===== config.mk =====
export PLATFORM = sky130hd
export DESIGN_NAME = cola_buyer_flat
export DESIGN_NICKNAME = d
export VERILOG_FILES = /design/src/rtl/cola_buyer_pkg.sv /design/src/rtl/cola_buyer_if.sv /design/src/rtl/cola_buyer.sv /design/src/flat_wrapper.sv
export SDC_FILE = /design/constraint.sdc
export NUM_CORES = 1
export LEC_CHECK = 0
export ABC_AREA = 1
export CAP_MARGIN = 20
export CELL_PAD_IN_SITES_DETAIL_PLACEMENT = 1
export CELL_PAD_IN_SITES_GLOBAL_PLACEMENT = 1
export CORE_MARGIN = 5
export CORE_UTILIZATION = 35
export DETAILED_ROUTE_END_ITERATION = 10
export MAX_ROUTING_LAYER = met4
export PLACE_DENSITY_LB_ADDON = 0.1
export SLEW_MARGIN = 20
export SYNTH_ARGS = -nofsm -noshare
export SYNTH_HDL_FRONTEND = slang
export SYNTH_SLANG_ARGS = --single-unit

===== constraint.sdc =====
create_clock -name clk -period 2.35 [get_ports clk]
set_input_delay 0.47 -clock clk [delete_from_list [all_inputs] [get_ports clk]]
set_output_delay 0.47 -clock clk [all_outputs]
set_load 0.005 [all_outputs]

===== src/rtl/cola_buyer_pkg.sv =====
// Shared constants for the cola buyer and its vending responder: one-hot FSM
// states and the default price/gap/timeout so both sides agree on PRICE.
package cola_buyer_pkg;

    typedef logic [3:0] state_t;

    localparam state_t S_IDLE = 4'b0001;
    localparam state_t S_COIN = 4'b0010;
    localparam state_t S_GAP  = 4'b0100;
    localparam state_t S_WAIT = 4'b1000;

    localparam int PRICE_DEF   = 3;
    localparam int GAP_DEF     = 2;
    localparam int TIMEOUT_DEF = 8;
    localparam int NUM_W_DEF   = 4;

endpackage


===== src/rtl/cola_buyer_if.sv =====
// Request/status and coin/cola signals of the cola buyer; master is the
// requester plus vending side, slave is the buyer itself.
interface cola_buyer_if #(
    parameter int NUM_W = cola_buyer_pkg::NUM_W_DEF
);
    logic             start;
    logic [NUM_W-1:0] buy_num;
    logic             po_money;
    logic             pi_cola;
    logic             busy;
    logic             done;
    logic             err;
    logic [NUM_W-1:0] cola_cnt;

    modport master (
        output start, buy_num, pi_cola,
        input  po_money, busy, done, err, cola_cnt
    );

    modport slave (
        input  start, buy_num, pi_cola,
        output po_money, busy, done, err, cola_cnt
    );
endinterface


===== src/rtl/cola_buyer.sv =====
// Buys buy_num colas: PRICE coin pulses GAP cycles apart per item, then waits
// up to TIMEOUT cycles for the cola pulse. All outputs registered; start ignored while busy.
module cola_buyer
    import cola_buyer_pkg::*;
#(
    parameter int PRICE   = PRICE_DEF,
    parameter int GAP     = GAP_DEF,
    parameter int TIMEOUT = TIMEOUT_DEF,
    parameter int NUM_W   = NUM_W_DEF
) (
    input  logic      clk,
    input  logic      rst_n,
    cola_buyer_if.slave bus
);

    localparam int CW = $clog2(PRICE + 1);
    localparam int GW = (GAP > 0) ? $clog2(GAP + 1) : 1;
    localparam int TW = $clog2(TIMEOUT + 1);

    localparam logic [CW-1:0] COIN_LAST  = CW'(PRICE - 1);
    localparam logic [GW-1:0] GAP_LAST   = GW'((GAP > 0) ? GAP - 1 : 0);
    localparam logic [TW-1:0] TIME_LAST  = TW'(TIMEOUT - 1);
    // With no gap configured, coins and the next item start back to back.
    localparam state_t        AFTER_COIN = (GAP > 0) ? S_GAP : S_COIN;

    state_t           state, state_nxt;
    logic [NUM_W-1:0] target;
    logic [NUM_W-1:0] cola_cnt_q;
    logic [CW-1:0]    coin_cnt;
    logic [GW-1:0]    gap_cnt;
    logic [TW-1:0]    timer;
    logic             po_q, busy_q, done_q, err_q;
    logic             po_nxt, busy_nxt, done_nxt, err_nxt;
    logic             last_coin, last_cola, gap_over, timed_out;

    assign last_coin = (coin_cnt == COIN_LAST);
    assign last_cola = ((cola_cnt_q + NUM_W'(1)) == target);
    assign gap_over  = (gap_cnt == GAP_LAST);
    assign timed_out = (timer == TIME_LAST);

    always_ff @(posedge clk or negedge rst_n) begin
        if (!rst_n) state <= S_IDLE;
        else        state <= state_nxt;
    end

    always_comb begin
        state_nxt = state;
        case (state)
            S_IDLE: if (bus.start && bus.buy_num != '0) state_nxt = S_COIN;
            S_COIN: begin
                if (bus.pi_cola)    state_nxt = S_IDLE;
                else if (last_coin) state_nxt = S_WAIT;
                else                state_nxt = AFTER_COIN;
            end
            S_GAP: begin
                if (bus.pi_cola)   state_nxt = S_IDLE;
                else if (gap_over) state_nxt = S_COIN;
            end
            S_WAIT: begin
                if (bus.pi_cola)    state_nxt = last_cola ? S_IDLE : AFTER_COIN;
                else if (timed_out) state_nxt = S_IDLE;
            end
            default: state_nxt = S_IDLE;
        endcase
    end

    // Outputs are the registered image of the upcoming state and transition.
    always_comb begin
        po_nxt   = (state_nxt == S_COIN);
        busy_nxt = (state_nxt != S_IDLE);
        done_nxt = 1'b0;
        err_nxt  = 1'b0;
        case (state)
            S_IDLE:        done_nxt = bus.start && (bus.buy_num == '0);
            S_COIN, S_GAP: err_nxt  = bus.pi_cola;
            S_WAIT: begin
                done_nxt = bus.pi_cola && last_cola;
                err_nxt  = !bus.pi_cola && timed_out;
            end
            default: ;
        endcase
    end

    always_ff @(posedge clk or negedge rst_n) begin
        if (!rst_n) begin
            po_q   <= 1'b0;
            busy_q <= 1'b0;
            done_q <= 1'b0;
            err_q  <= 1'b0;
        end else begin
            po_q   <= po_nxt;
            busy_q <= busy_nxt;
            done_q <= done_nxt;
            err_q  <= err_nxt;
        end
    end

    always_ff @(posedge clk or negedge rst_n) begin
        if (!rst_n) begin
            target     <= '0;
            cola_cnt_q <= '0;
            coin_cnt   <= '0;
            gap_cnt    <= '0;
            timer      <= '0;
        end else begin
            gap_cnt <= (state == S_GAP) ? gap_cnt + GW'(1) : '0;
            case (state)
                S_IDLE: if (bus.start) begin
                    cola_cnt_q <= '0;
                    coin_cnt   <= '0;
                    timer      <= '0;
                    if (bus.buy_num != '0) target <= bus.buy_num;
                end
                S_COIN: begin
                    if (last_coin) begin
                        coin_cnt <= '0;
                        timer    <= '0;
                    end else begin
                        coin_cnt <= coin_cnt + CW'(1);
                    end
                end
                S_WAIT: begin
                    timer <= timer + TW'(1);
                    if (bus.pi_cola) cola_cnt_q <= cola_cnt_q + NUM_W'(1);
                end
                default: ;
            endcase
        end
    end

    assign bus.po_money = po_q;
    assign bus.busy     = busy_q;
    assign bus.done     = done_q;
    assign bus.err      = err_q;
    assign bus.cola_cnt = cola_cnt_q;

endmodule


===== src/flat_wrapper.sv =====
// flat-port wrapper written by rule: the top's interface ports become plain ports
module cola_buyer_flat import cola_buyer_pkg::*;
#(
    parameter int PRICE   = PRICE_DEF,
    parameter int GAP     = GAP_DEF,
    parameter int TIMEOUT = TIMEOUT_DEF,
    parameter int NUM_W   = NUM_W_DEF
)
  (clk, rst_n, bus_start, bus_buy_num, bus_pi_cola, bus_po_money, bus_busy, bus_done, bus_err, bus_cola_cnt);
  cola_buyer_if #(.NUM_W(NUM_W)) bus_i ();
  input  logic clk;
  input  logic rst_n;
  input wire logic [$bits(bus_i.start)-1:0] bus_start;
  input wire logic [$bits(bus_i.buy_num)-1:0] bus_buy_num;
  input wire logic [$bits(bus_i.pi_cola)-1:0] bus_pi_cola;
  output wire logic [$bits(bus_i.po_money)-1:0] bus_po_money;
  output wire logic [$bits(bus_i.busy)-1:0] bus_busy;
  output wire logic [$bits(bus_i.done)-1:0] bus_done;
  output wire logic [$bits(bus_i.err)-1:0] bus_err;
  output wire logic [$bits(bus_i.cola_cnt)-1:0] bus_cola_cnt;
  assign bus_i.start = bus_start;
  assign bus_i.buy_num = bus_buy_num;
  assign bus_i.pi_cola = bus_pi_cola;
  assign bus_po_money = bus_i.po_money;
  assign bus_busy = bus_i.busy;
  assign bus_done = bus_i.done;
  assign bus_err = bus_i.err;
  assign bus_cola_cnt = bus_i.cola_cnt;
  cola_buyer #(.PRICE(PRICE), .GAP(GAP), .TIMEOUT(TIMEOUT), .NUM_W(NUM_W)) u_core (.clk(clk), .rst_n(rst_n), .bus(bus_i));
endmodule

==> results.toml <==
[worst_setup_path]
worstPathCellList = "clkdlybuf4s50_1"
endpoint_kind = "output pin"
cp_slowest_cell = "clkdlybuf4s50_1"
cp.arrival_ns = 1.40
cp_top_family = "buffers and inverters"
cp_num_buf_inv = 1
worstRegToRegCells = 8
crit_type = "flip-flop to output pin"
startpoint_type = "flip-flop"
worst-path-max-fanout = 7
cpPeakStageDelay_ns = 0.56
critPathRequiredTime_ns = 1.88
reg2reg_slack_ns = 0.75
crit_cells = 1

[global_routing]
gr-usage-met2_pct = 23.62
grt_overflow = 0
grt_util_met3_pct = 2.609
antenna_found_initial = 0
grt_pass1_wl_mm = 5.609
track_usage_pct = 14.53
top_usage_layer = "met2"
grt_max_degree = 25
grt_pass1_vias = 1195
met1_usage_pct = 18.46

[sta]
fmax_mhz = 533.8
setup_viol = 0
timing.slew.headroom_pct = 79.29
finClkSkew_ns = 0.004544
final_hold_viol_count = 0
setup_ws_ns = 0.4766
rsz0062_at_grt = "false"
period_needed_ns = 1.873
drv_slew = 0
tns_ns = 0
period_share_pct = 79.72
tightest_slew_ns = 0.3106

[worst_hold_path]
whs_path_depth = 1
hp-class = "flip-flop to flip-flop"

[final_layout]
nNetsFinal = 183
n_antenna_cell = 0
mostFrequentLayoutCell = "nand2_1"
fin_util_pct = 43.89
final_cell_mix = "nand2_1, dfrtp_1, inv_1, clkdlybuf4s50_1, nand3_1"
area_delta_synth_final_pct = 20.34
drive_gt1_share_pct = 9.942
stdcell_count = 217

[clock_tree]
cts_root_buf = "clkbuf_4"
cts_buffers = 3
cts_tree = "done"
cts-resized-gates = 0
clk_pin_slew_ns = 0.13
clock_latency_ns = 0.32
cts_setup_buffers = 0
cts_hold_buf = 0
cts.sinks = 24
htree_levels = 1
cts.path.max_buffers = 2

[floorplanning]
die_h_um = 69.43
initial_core_util_pct = 36.47
ios = 16
rows = 21
die_width_um = 69.43
coreArea_um2 = 3390
die-area_um2 = 4821

[yosys]
yosysTopAreaCell = "dfrtp_1"
synth-seq-cells = 24
ys_warn_count = 0
syn-cell-area_um2 = 1236
synth_fp_nets = 162
synth-seq-area-share_pct = 48.68
syn_inst = 151
synth_top_area_share_pct = 46.56
synth_cell_types = 23
syn_avg_cell_area_um2 = 8.187
synth_area_leaders = "dfrtp_1, nand2_1, inv_1"

[drt]
drt_iter0_drc = 39
vias = 1082
drt-vias-per-instance = 4.986
first_pass_iters = 4
drc_errors = 0
avgRoutedWirePerCell_um = 14.47
ant_nets = 0
wirelength_mm = 3.141

[placement]
dp_hpwl_mm = 2.457
gp_congestion = 0.7669
placed_cells = 213
port-buffer-count = 15
place_ws_ns = 0.6174

[power_and_ir_drop]
p_leak_uw = 0.0007276
power.density_nw_per_um2 = 819.4
ir_worst_vdd_mv = 0.3778

[status]
outcome = "finished clean"

[job]
max-cap-violations = 0
Yosys cell counts:
library cell and count:
nor2_2 1, nand3_1 14, xor2_1 1, ha_1 3, a21oi_1 1, nand4_1 5, o21ai_0 10, dfrtp_1 23
nand2_2 2, or2_0 1, nand3_2 3, nor2_1 8, o22ai_1 6, dfstp_2 1, inv_1 21, o21ai_1 1
nand2_1 42, a22oi_1 2, o31ai_1 1, inv_2 1, nand2_4 1, and3_2 1, nor2_4 2
state kept, by name (all words and copies together), names as in the netlist:
| register | count |
|---|---|
| u_core.target | 4 |
| u_core.state | 4 |
| u_core.coin_cnt | 2 |
| u_core.bus.po_money | 1 |
| u_core.bus.err | 1 |
| u_core.timer | 4 |
| u_core.gap_cnt | 2 |
| u_core.bus.done | 1 |
| u_core.bus.cola_cnt | 4 |
| u_core.bus.busy | 1 |
per-stage QoR:
stage	hold WS (ns)	cell area (um^2)	power, uW
2_1_floorplan	0.1744	1236	847.0
3_3_place_gp	0.4220	1451	982.3
3_5_place_dp	0.4265	1451	1008
4_1_cts	0.4445	1488	1231
5_1_grt	0.4748	1488	1316
6_report	0.4394	1488	1219
routing by layer:
| layer | routed length [um] | share of wire (%) |
|---|---|---|
| met1 | 1458 | 46 |
| met2 | 1544 | 49 |
| met3 | 97 | 3.1 |
| met4 | 40 | 1.3 |
| met5 | 0 | 0 |
cells by family after synthesis:
family,synth area share (%)
and+or+nand+nor,31.17
AOI/OAI and AO/OA,9.716
DFF,48.68
buffers and inverters,6.680
adders and majority gates,3.037
xor gates and xnor gates,0.7086
worst paths after layout:
path                                         from                      to
max                        u_core.bus.cola_cnt[0]         bus_cola_cnt[0]
min                             u_core.gap_cnt[0]       u_core.gap_cnt[0]
max reg2reg                u_core.bus.cola_cnt[0]         u_core.bus.busy
min reg2reg                     u_core.gap_cnt[0]       u_core.gap_cnt[0]
max in group asynchronous                   rst_n         u_core.state[0]
min in group asynchronous                   rst_n  u_core.bus.cola_cnt[3]
report_power, final:
group	switching [uW]	internal (uW)
registers	56.0	501
logic	275	165
clock network	126	94.7
cell type report:
class | instances | area [um^2]
tap | 46 | 57.56
clock buffer | 4 | 36.28
fill | 425 | 1902
multi-input combinational | 105 | 551.8
sequential | 24 | 601.8
timing repair buffer | 16 | 157.7
inverter | 22 | 82.58
(Power assumes the default switching activity.)
